$ cat src/rtl/rr_arbiter3.sv
// Round-robin arbiter: three level requesters share one resource through a registered one-hot grant.
// Latency: grant is visible right after the IDLE edge that samples req; hold is capped at HOLD_MAX cycles.
// Backpressure: none; requesters simply keep req high and wait. A revoked owner sees two idle cycles.
module rr_arbiter3 #(
  parameter int unsigned HOLD_MAX = 8
) (
  input  logic       clk,
  input  logic       rst,
  input  logic [2:0] req,
  output logic [2:0] grant,
  output logic [1:0] grant_id,
  output logic       busy,
  output logic       timeout
);

  typedef enum logic [1:0] {
    ST_IDLE    = 2'd0,
    ST_GRANT   = 2'd1,
    ST_RELEASE = 2'd2
  } state_t;

  // Last value of the hold counter; the grant is revoked on the edge where cnt already sits here.
  localparam logic [3:0] CNT_LAST = 4'(HOLD_MAX - 1);

  state_t     r_state;
  logic [1:0] r_ptr;
  logic [3:0] r_cnt;
  logic [2:0] r_grant;
  logic [1:0] r_grant_id;
  logic       r_busy;
  logic       r_timeout;

  logic       w_win_vld;
  logic [1:0] w_win_id;
  logic [1:0] w_ptr_next;
  logic [2:0] w_win_onehot;
  logic       w_owner_req;

  // Pick the first requester at or after the rotating pointer (search order ptr, ptr+1, ptr+2 mod 3).
  always_comb begin
    w_win_vld = |req;
    w_win_id  = 2'd0;
    case (r_ptr)
      2'd1: begin
        if (req[1])      w_win_id = 2'd1;
        else if (req[2]) w_win_id = 2'd2;
        else             w_win_id = 2'd0;
      end
      2'd2: begin
        if (req[2])      w_win_id = 2'd2;
        else if (req[0]) w_win_id = 2'd0;
        else             w_win_id = 2'd1;
      end
      default: begin
        if (req[0])      w_win_id = 2'd0;
        else if (req[1]) w_win_id = 2'd1;
        else             w_win_id = 2'd2;
      end
    endcase
  end

  // Pointer moves to the requester just after the winner, wrapping 2 back to 0.
  always_comb begin
    w_ptr_next   = 2'd0;
    w_win_onehot = 3'b000;
    case (w_win_id)
      2'd0: begin
        w_ptr_next   = 2'd1;
        w_win_onehot = 3'b001;
      end
      2'd1: begin
        w_ptr_next   = 2'd2;
        w_win_onehot = 3'b010;
      end
      default: begin
        w_ptr_next   = 2'd0;
        w_win_onehot = 3'b100;
      end
    endcase
  end

  // The current owner is still requesting when its grant bit lines up with a high req bit.
  assign w_owner_req = |(req & r_grant);

  // Arbiter state machine; every output is a register updated here.
  always_ff @(posedge clk) begin
    if (rst) begin
      r_state    <= ST_IDLE;
      r_ptr      <= 2'd0;
      r_cnt      <= 4'd0;
      r_grant    <= 3'b000;
      r_grant_id <= 2'd0;
      r_busy     <= 1'b0;
      r_timeout  <= 1'b0;
    end else begin
      case (r_state)
        ST_IDLE: begin
          r_timeout <= 1'b0;
          if (w_win_vld) begin
            r_grant    <= w_win_onehot;
            r_grant_id <= w_win_id;
            r_busy     <= 1'b1;
            r_cnt      <= 4'd0;
            r_ptr      <= w_ptr_next;
            r_state    <= ST_GRANT;
          end
        end
        ST_GRANT: begin
          // A dropped request wins over the hold limit, so a voluntary release never flags timeout.
          if (!w_owner_req) begin
            r_grant   <= 3'b000;
            r_busy    <= 1'b0;
            r_timeout <= 1'b0;
            r_state   <= ST_RELEASE;
          end else if (r_cnt == CNT_LAST) begin
            r_grant   <= 3'b000;
            r_busy    <= 1'b0;
            r_timeout <= 1'b1;
            r_state   <= ST_RELEASE;
          end else begin
            r_cnt <= r_cnt + 4'd1;
          end
        end
        ST_RELEASE: begin
          // One dead cycle; requests are deliberately not looked at here.
          r_grant   <= 3'b000;
          r_busy    <= 1'b0;
          r_timeout <= 1'b0;
          r_state   <= ST_IDLE;
        end
        default: begin
          r_grant   <= 3'b000;
          r_busy    <= 1'b0;
          r_timeout <= 1'b0;
          r_state   <= ST_IDLE;
        end
      endcase
    end
  end

  assign grant    = r_grant;
  assign grant_id = r_grant_id;
  assign busy     = r_busy;
  assign timeout  = r_timeout;

endmodule

$ cat config.mk
export PLATFORM = sky130hd
export DESIGN_NAME = rr_arbiter3
export DESIGN_NICKNAME = d
export VERILOG_FILES = /design/src/rtl/rr_arbiter3.sv
export SDC_FILE = /design/constraint.sdc
export NUM_CORES = 1
export LEC_CHECK = 0
export BUFFER_PORTS_ARGS = -buffer_cell sky130_fd_sc_hd__buf_4
export CORE_MARGIN = 10
export CORE_UTILIZATION = 40
export CTS_CLUSTER_SIZE = 14
export DETAILED_ROUTE_END_ITERATION = 7
export HOLD_SLACK_MARGIN = 0.08
export PLACE_DENSITY = 0.68
export SETUP_SLACK_MARGIN = 0.2
export SYNTH_ARGS = -nofsm -noshare
export SYNTH_HDL_FRONTEND = slang
export SYNTH_SLANG_ARGS = --single-unit
$ cat constraint.sdc
create_clock -name clk -period 2.9 [get_ports clk]
set_input_delay 0.29 -clock clk [delete_from_list [all_inputs] [get_ports clk]]
set_output_delay 0.29 -clock clk [all_outputs]
set_load 0.005 [all_outputs]
# [Yosys cells after proc, flatten, opt, wreduce, memory -nomap -nowiden]
# Index checks and enable logic that the tools add are counted.
# W data, S select, Z words.
[classes] add_sub_neg=1 mul=0 n_div=0 order_cmp=0 n_eq_ne=9 n_shift=0 n_mux=25 bitwise_logic=3 reduce_logical=9
[ops] op="$mux W2" count=8
[ops] op="$mux W4" count=3
[ops] op="$pmux W2 S2" count=3
[ops] op="$pmux W3 S2" count=2
[ops] op="$mux W3" count=3
[ops] op="$reduce_or A3 Y1" count=3
[ops] op="$pmux W4 S2" count=1
[ops] op="$eq A2 B1 Y1 const B" count=3
[ops] op="$ne A2 B2 Y1 const B" count=3
[ops] op="$add A4 B1 Y4 const B" count=1
[ops] op="$eq A4 B3 Y1 const B" count=1
[ops] op="$logic_not A2 Y1" count=2
[ops] op="$mux W1" count=4
[ops] op="$reduce_and A2 Y1" count=2
[ops] op="$reduce_and A4 Y1" count=1
[ops] op="$and A3 B3 Y3" count=1
[ops] op="$ne A3 B3 Y1 const B" count=1
[ops] op="$eq A2 B2 Y1 const B" count=1
[ops] op="$not A1 Y1" count=2
[ops] op="$pmux W1 S2" count=1
[ops] op="$reduce_bool A2 Y1" count=1
[word_totals] regBits=15 latch_bits=0 ramBits=0 mem_bits_ro=0 in_bits=5 out_inout_bits=7 memories=0

# [Depth between registers and ports, before layout]
# Gate-level depths: netlist (run 1).
[depth] word_depth=7 depth_mapped=6 depth_no_buf=6

# [Worst setup path after synthesis (run 1)]
# No wires, ideal clock.
[synth_path] path_kind="reg-to-reg" from="register r_ptr[0]" to="register r_ptr[1]" setup_time_ps=86 arrival_ps=1613 required_ps=2814 path_slack_ps=1202 path_stages_with_launch=7 n_path_buf=0 synth_period_minus_slack_ps=1698 cell_sequence="dfxtp_1 inv_1 ha_1 or3b_2 a21oi_1 a21oi_1 a211oi_1"
[synth_between] elab_chain_len=4 elab_cells_between_ends=6 classes_between="3 x eq/ne; 2 x mux; 1 x reduce/logical"
[synth_lines] element="start: declaration" line_no="26" rtl="logic [1:0] r_ptr;"
[synth_lines] element="start signal: assignment" line_no="104" rtl="r_ptr <= w_ptr_next;"
[synth_lines] element="$eq A2 B2 Y1 / $eq A2 B1 Y1 (equally long branches)" line_no="43" rtl="case (r_ptr)"
[synth_lines] element="$pmux W2 S2 (*)" line_no="43"
[synth_lines] element="$eq A2 B1 Y1 / $logic_not A2 Y1 (equally long branches)" line_no="66" rtl="case (w_win_id)"
[synth_lines] element="$pmux W2 S2 (*)" line_no="66"
# Mark *: on every way between the ends. The rest lies on a longest branch, timed or not.
# A chain may end at the register's enable or synchronous reset.

# [Worst setup path in the final report (run 1)]
# Ends and elaborated chain as after synthesis.

==> metrics.txt, run 1 <==
Final Max Tran Viols 0; syn_nets 92; CTS Hold Bufs 0; CTS tree yes; crit-path max FO 8; Placer Congestion 0.765; post-synthesis sequential area ratio 0.403; die boundary height 61.7 µm; clock latency on the worst-skew pair 0.28 ns; Data arrival, critical path 2.06 ns; crit path time final 1.86 ns; #FFs+latches synth 14; area grow syn2layout 17.6%; final hold vios 0; Worst Setup Slack, final 1.04 ns; Starting Density 0.412; global route overflow 0; share of cells above drive strength 1 0.175; met1 Usage GRT 0.110; status finished, final reports clean; Via density 5.96; antenna-violating nets left 0; Max-Cap Viols 0; maximum VDD drop 0.000319 V; width of the die 61.7 µm; DRC errors left 0; Place WS 1.08 ns; nets 107; Syn Area/Cell 8.28 µm²; Worst-Margin Slew 0.709 ns; Row Count 15; Num CTS Buffers 3; Critical Path RT 3.10 ns; largest net degree at the start of global routing 11; setup violators final 0; root buffer cell clkbuf_4; Setup Buffers After CTS 0; Core ar. 0.00169 mm²; drt initial violations 12; DRT Pass-1 Iters 4; Ports 12; PortBufs 11; most used routing layer met2; WHS 0.257 ns; H-tree depth 1; Clk pin slew, worst setup/hold paths 0.08 ns; clock sink count 14; total power 0.454 mW; Post-Syn Instances 84; RSZ-0062 raised after global routing no; total wire length 1590 µm; Post-DP HPWL 1220 µm; CP Capture Type flop; met2 GRT Util 0.148; antenna violations before repair 0; # resized after CTS 0; slew margin rel. 0.524; CP Class reg -> reg; Fmax achieved 538 MHz; Yosys warning count 0; type of the most critical hold path in -> reg; Setup TNS Final 0 ns; Reg2Reg Setup Slack 1.04 ns; vias in the first global route 673; Mapped Area 696 µm²; number of distinct library cells after synthesis 31; period utilization 0.641; Antenna Cells 0; Tot GR Track Use 0.0934; M3 GR Usage 0.0224; final core occ 0.484; Clock Skew 0.000624 ns; first-pass GRT wire length 2730 µm; Vias 679; maximum root-to-sink buffer count 2; CP startpoint kind flop; die area 0.00381 mm²; Pwr per Cell Area 555 mW/mm²; WL/cell 13.9 µm; static leakage 0.333 nW
[per-stage QoR]
stage               instance area, µm²  std cells
floorplan                          696         84
global placement                   796        111
detailed placement                 796        111
CTS                                818        114
global route                       818        114
finish                             818        114
[critical path, cell delays in order (launching register included)]
cell and delay [ns]:
dfxtp_1 0.36, inv_1 0.05, ha_1 0.38, or3b_2 0.47
a21oi_1 0.20, a21oi_1 0.08, a211oi_1 0.23
[sequential cells by signal, summed over array words and instances (netlist names)]
| signal | flops |
|---|---|
| grant | 3 |
| grant_id | 2 |
| r_cnt | 4 |
| r_state | 2 |
| timeout | 1 |
| r_ptr | 2 |
[cell usage after synthesis]
cell       count  area share
nor4_1         4       0.036
xnor2_1        1       0.013
nand4b_1       2       0.025
o21ai_0        1      0.0072
clkbuf_1       1      0.0054
nor3_1         7       0.050
a311oi_1       1       0.013
a21o_1         1       0.011
a21oi_1        5       0.036
nor2_1        10       0.054
o21a_1         1       0.011
dfxtp_1       14        0.40
or2_2          1      0.0090
inv_1          6       0.032
o2bb2ai_1      2       0.025
nand2_1        7       0.038
a211oi_1       2       0.022
or3b_2         1       0.013
a22oi_1        1       0.011
a222oi_1       1       0.014
nand3b_1       1       0.011
and3b_1        1       0.013
and2_1         1      0.0090
a32oi_1        1       0.013
nor2b_1        1      0.0090
or3_1          2       0.018
nand2b_1       1      0.0090
a31oi_1        2       0.018
ha_1           3       0.054
a31o_2         1       0.013
nand3_1        1      0.0072
[power breakdown]
group	leakage (nW)	total [mW]	switching, mW	internal (mW)
Combinational	0.204	0.120	0.0665	0.0532
Sequential	0.114	0.225	0.0148	0.210
Clock	0.0138	0.110	0.0613	0.0482
[layout by cell type, fill, tap and decap left out]
cell,instances
nor2b_1,1
or3_1,2
and3b_1,1
nand3b_1,1
nor4_1,4
nand2_1,7
a31oi_1,2
ha_1,3
o21a_1,1
or3b_2,1
nand4b_1,2
nor2_1,10
dfxtp_1,14
inv_1,6
or2_2,1
nand3_1,1
a21oi_1,5
clkbuf_4,3
o2bb2ai_1,2
a222oi_1,1
a32oi_1,1
buf_4,11
a22oi_1,1
a31o_2,1
a311oi_1,1
a211oi_1,2
a21o_1,1
and2_1,1
nand2b_1,1
nor3_1,7
o21ai_0,1
xnor2_1,1
[kinds of logic (layout without fill, tap and decap cells)]
logic type / Yosys count / count (layout) / share of synthesized area
adder cells (fa/ha/maj): 3 / 3 / 0.0540
XOR/XNOR: 1 / 1 / 0.0126
buffers and inverters: 7 / 20 / 0.0378
flip-flops: 14 / 14 / 0.403
AND/OR/NAND/NOR: 40 / 40 / 0.300
AO/OA/AOI/OAI: 19 / 19 / 0.192
[worst paths after layout]
kind | from | endpoint | cells after the start
setup / recovery | r_ptr[0] | r_ptr[1] | 6
hold / removal | rst | grant_id[1] | 2
setup reg to reg | r_ptr[0] | r_ptr[1] | 6
hold reg to reg | grant[0] | grant[0] | 1
[layout make-up]
cell class,instances,area [µm²]
inverters,6,22.5
fillers,178,871
clock buffers,3,22.5
repair buffers,11,82.6
flip-flops and latches,14,280
multi-input cells,63,389
well taps,17,21.3
[metal layers]
layer / wire [µm] / share of wire / vias to the layer above
li1: - / - / 337
met1: 736 / 0.46 / 317
met2: 724 / 0.46 / 22
met3: 103 / 0.065 / 3
met4: 24 / 0.015 / 0
met5: 0 / 0 / -
No activity file was read; power rests on OpenSTA's default activity.
==> run 2, diff against run 1 <==
- ABC_AREA: default -> 1
- PLACE_DENSITY: 0.68 -> 0.7
- clock period: 2.9 -> 1.6 ns (I/O delays scaled with it)
==> metrics.txt, run 2 <==
status finished, final reports clean; Synth area leader dfxtp_1; number of distinct library cells after synthesis 21; Tot GR Track Use 0.0881; CTS Hold Bufs 0; post-synthesis sequential area ratio 0.355; PortBufs 11; vias in the first global route 728; Reg2Reg Setup Slack 0.30 ns; first-pass GRT wire length 3080 µm; Mapped Area 790 µm²; clock sink count 14; period utilization 0.811; type of the most critical hold path in -> reg; Ports 12; syn_nets 119; #FFs+latches synth 14; root buffer cell clkbuf_4; most frequent cell after synthesis nand2_1; largest register by flop count r_cnt; clock latency on the worst-skew pair 0.28 ns; Synth top area share 0.355; most common cell after layout, fill and taps aside nand2_1; Core ar. 0.00192 mm²; width of the die 64.4 µm; Clk pwr share 0.231; CP Capture Point grant[0]; crit path time final 1.30 ns; global route overflow 0; crit-path max FO 6; Post-synth ARST share 0; final instance area 957 µm²; Pwr per Cell Area 1160 mW/mm²; Setup TNS Final 0 ns; number of synthesized flops with an enable pin 0; Placer Congestion 0.843; Post-synth top cells 30 x nand2_1, 14 x dfxtp_1, 13 x a21oi_1, 11 x inv_1, 10 x nand3_1; DRT Pass-1 Iters 4; area grow syn2layout 21.2%; Final Max Tran Viols 0; Fmax achieved 770 MHz; Post-DP HPWL 1320 µm; launching point of the worst reg2reg path r_cnt[0]; drt initial violations 37; slew margin rel. 0.833; nets 134; Critical Path RT 1.82 ns; Data arrival, critical path 1.51 ns; Switching Share 0.365; Setup Buffers After CTS 0; maximum VDD drop 0.000691 V; Max-Cap Viols 0; largest net degree at the start of global routing 14; H-tree depth 1; Row Count 16; Clock Skew 0.00221 ns; Num CTS Buffers 3; most frequent cells in the layout 29 x nand2_1, 13 x a21oi_1, 11 x inv_1, 11 x dfxtp_1, 11 x buf_4; WL/cell 11.8 µm; total wire length 1790 µm; max reg flops 4; die boundary height 64.4 µm; antenna-violating nets left 0; Place WS 0.233 ns; sequential group share of total power 0.388; DRC errors left 0; Via density 5.03; CP Class reg -> reg; Post-DP Area 902 µm²; Starting Density 0.411; RSZ-0062 raised after global routing yes; RR Endpoint grant[0]; static leakage 0.415 nW; Int Pwr 0.707 mW; die area 0.00415 mm²; Layout fillers 201; Vias 764; # resized after CTS 0; main flop type after synthesis dfxtp_1; Synth area leaders dfxtp_1 35%, nand2_1 14%, a21oi_1 8.2%; Antenna Cells 0; Worst Setup Slack, final 0.302 ns; register area 284 µm²; final hold vios 0; NetSw 0.406 mW; maximum root-to-sink buffer count 2; Post-Syn Instances 111; antenna violations before repair 0; critical path startpoint r_cnt[0]; setup violators final 0; multi-input combinational cell area 475 µm²; share of cells above drive strength 1 0.280; CTS tree yes; Yosys warning count 0; CP Capture Type flop; Worst-Margin Slew 0.250 ns; combinational share of power 0.382; Clk pin slew, worst setup/hold paths 0.09 ns; Reg2Reg Depth 8; CP startpoint kind flop; Syn Area/Cell 7.11 µm²
## run 2: changes by cell type in the layout (fill, tap and decap cells not counted), sizes merged, moves of 3 or more
cell   change
nand3     +11
o21ai      +3
inv        +6
nand2     +31
nor3       -6
nor4       -4
a21oi      +8
## run 2: through the flow
step / utilization / power [mW] / hold slack [ns] / instances
after detailed placement: 0.469 / 0.827 / 0.438 / 148
after CTS: 0.488 / 1.08 / 0.130 / 152
after global routing: 0.498 / 1.19 / 0.139 / 152
after global placement: 0.469 / 0.820 / 0.434 / 148
final: 0.498 / 1.11 / 0.138 / 152
after floorplan: - / 0.711 / 0.237 / 111
## run 2: cells by family after synthesis
group | share of synthesized area
buffers and inverters | 0.0618
and+or+nand+nor | 0.417
adders and majority gates | 0.0475
DFF | 0.355
AOI/OAI and AO/OA | 0.119
## run 2: worst min-delay path by stage
stage,startpoint,to,slack [ns],depth (start not counted)
2_1_floorplan,rst,r_state[1],0.24,1
3_3_place_gp,rst,grant[1],0.43,2
3_5_place_dp,rst,grant[1],0.44,2
4_1_cts,rst,grant[1],0.13,2
5_1_grt,rst,grant[1],0.14,2
6_report,rst,r_cnt[1],0.14,2
## run 2: routing by layer
layer	vias up	wire length [µm]	part of all wire	GRT usage
li1	390	-	-	-
met1	357	804	0.45	0.0976
met2	15	889	0.50	0.153
met3	2	85	0.048	0.0378
met4	0	9	0.0050	0.0187
met5	-	0	0	0
## run 2: worst max-delay path, cell delays in order, from the launching register on
cell and delay, ns:
dfxtp_2 0.36, ha_1 0.23, nand2_2 0.08, nor2_2 0.05, nor2_4 0.17, nand2_8 0.10
nand2_4 0.08, nand2_1 0.05, a21oi_1 0.13
## run 2: power by group through the flow
| stage | clock network (mW) | registers [mW] | logic (mW) |
|---|---|---|---|
| after floorplan | 0 | 0.431 | 0.280 |
| after global placement | 0 | 0.433 | 0.387 |
| after detailed placement | 0 | 0.434 | 0.392 |
| after CTS | 0.264 | 0.426 | 0.393 |
| after global routing | 0.277 | 0.439 | 0.478 |
| final | 0.256 | 0.431 | 0.425 |
## run 2: area by class of cell
cell class / count / area share
Tap cell: 27 / 0.0353
Inverter: 12 / 0.0471
Timing Repair Buffer: 11 / 0.0863
Multi-Input combinational cell: 84 / 0.497
Sequential cell: 14 / 0.297
Clock buffer: 4 / 0.0379
==> run 3, diff against run 2 <==
- PLACE_DENSITY: 0.7 -> 0.68
- clock period: 1.6 -> 1.2 ns (I/O delays scaled with it)
==> metrics.txt, run 3 (synthesis gave the netlist of run 2 again) <==
drt initial violations 16; setup violators final 4; Setup TNS Final -0.0186 ns; nets 140; Clk pin slew, worst setup/hold paths 0.09 ns; Core ar. 0.00192 mm²; Buf+Inv Stages, Crit Path 0; Fmax achieved 828 MHz; delay-heaviest family, CP simple AND/OR/NAND/NOR gates; Via density 5.07; violated checks negative setup slack; area grow syn2layout 41.2%; DRC errors left 0; global route overflow 0; Starting Density 0.411; Antenna Cells 0; Post-DP HPWL 1380 µm; Clock Skew 0.00208 ns; die area 0.00415 mm²; maximum root-to-sink buffer count 2; first-pass GRT wire length 3260 µm; CP Capture Type flop; most common cell after layout, fill and taps aside nand2_1; Worst Setup Slack, final -0.00750 ns; NetSw 0.636 mW; CP startpoint kind flop; CP Class reg -> reg; sequential group share of total power 0.356; antenna violations before repair 0; Max-Cap Viols 0; DRT Pass-1 Iters 4; Switching Share 0.388; Final Max Tran Viols 0; Num CTS Buffers 3; Worst-Margin Slew 0.269 ns; root buffer cell clkbuf_4; Data arrival, critical path 1.43 ns; vias in the first global route 764; Row Count 16; CP max stage delay 0.35 ns; crit-path max FO 6; share of cells above drive strength 1 0.496; period utilization 1.01; Vias 801; CP Cell Sequence ha_4 > nand2_4 > nor2_4 > nor2_4 > nand2_8 > nand2_4 > nand2_2 > a21oi_1; status finished, violations left; PortBufs 11; crit path time final 1.21 ns; H-tree depth 1; Layout fillers 187; largest register by flop count r_cnt; Int Pwr 1.01 mW; slew margin rel. 0.820; clock sink count 14; total wire length 1980 µm; most frequent cells in the layout 23 x nand2_1, 15 x buf_4, 9 x inv_1, 9 x nand2_2, 9 x dfxtp_1; WL/cell 12.5 µm; Ports 12; maximum VDD drop 0.000843 V; RSZ-0062 raised after global routing yes; largest net degree at the start of global routing 14; antenna-violating nets left 0; die boundary height 64.4 µm; clock latency on the worst-skew pair 0.28 ns; final hold vios 0; Tot GR Track Use 0.0968; combinational share of power 0.430; max reg flops 4; Placer Congestion 0.799; CTS tree yes; Critical Path RT 1.42 ns; worst-path cell with the longest stage delay dfxtp_2; Pwr per Cell Area 1470 mW/mm²; static leakage 0.472 nW; width of the die 64.4 µm; Clk pwr share 0.214; type of the most critical hold path in -> reg; final core occ 0.580
[run 3: cell count changes in the layout (fill, tap and decap cells not counted), sizes merged]
cell / change
buf: +5
dlygate4sd3: +1
[run 3: stage by stage]
step / std cells / worst slack (ns) / hold slack, ns / area [µm²] / total power, mW
global placement: 150 / 0.0490 / 0.391 / 967 / 1.20
finish: 158 / -0.00750 / 0.243 / 1110 / 1.64
detailed placement: 150 / 0.0206 / 0.391 / 967 / 1.21
global route: 158 / -0.0972 / 0.256 / 1110 / 1.75
floorplan: 111 / 0.0762 / 0.197 / 840 / 1.04
CTS: 158 / -0.000353 / 0.222 / 1070 / 1.60
[run 3: layout make-up]
class                   instances  area [µm²]  area share
clock buffers                   4        36.3      0.0325
inverters                      12        47.5      0.0426
multi-input cells              84         577       0.517
flip-flops and latches         14         287       0.257
well taps                      27        33.8      0.0303
repair buffers                 17         134       0.120
[run 3: metal layers]
| metal | vias to the layer above | global-route usage | wire [µm] | share of wire |
|---|---|---|---|---|
| li1 | 401 | - | - | - |
| met1 | 372 | 0.103 | 804 | 0.41 |
| met2 | 21 | 0.151 | 979 | 0.50 |
| met3 | 7 | 0.0464 | 149 | 0.075 |
| met4 | 0 | 0.0588 | 43 | 0.022 |
| met5 | - | 0 | 0 | 0 |
[run 3: final timing paths]
check | from | end | slack [ns] | depth (start not counted)
worst max-delay path | r_cnt[0] | grant[1] | -0.008 | 8
worst min-delay path | req[1] | grant[1] | 0.24 | 5
worst max register to register | r_cnt[0] | grant[1] | -0.008 | 8
worst min register to register | grant_id[1] | grant_id[1] | 0.49 | 2
[run 3: timing repair]
| action | CTS | global route |
|---|---|---|
| gates cloned | 0 | 0 |
| setup endpoints to repair | 13 | 15 |
| pin swaps | 6 | 7 |
| hold buffers | 1 | 0 |
| buffers inserted | 3 | 0 |
| hold endpoints to repair | 1 | 0 |
| gates resized for setup | 11 | 11 |
[run 3: worst min-delay path: cells and delay by family]
| kind | cells | cell delay, ns |
|---|---|---|
| AO/OA/AOI/OAI | 1 | 0.06 |
| AND/OR/NAND/NOR | 3 | 0.16 |
| buffers and inverters | 1 | 0.14 |
[run 3: power by group through the flow]
stage	clock, mW	combinational (mW)	sequential, mW
after global placement	0	0.604	0.591
after floorplan	0	0.450	0.587
after CTS	0.359	0.652	0.584
final	0.351	0.706	0.585
after detailed placement	0	0.615	0.593
after global routing	0.376	0.783	0.594
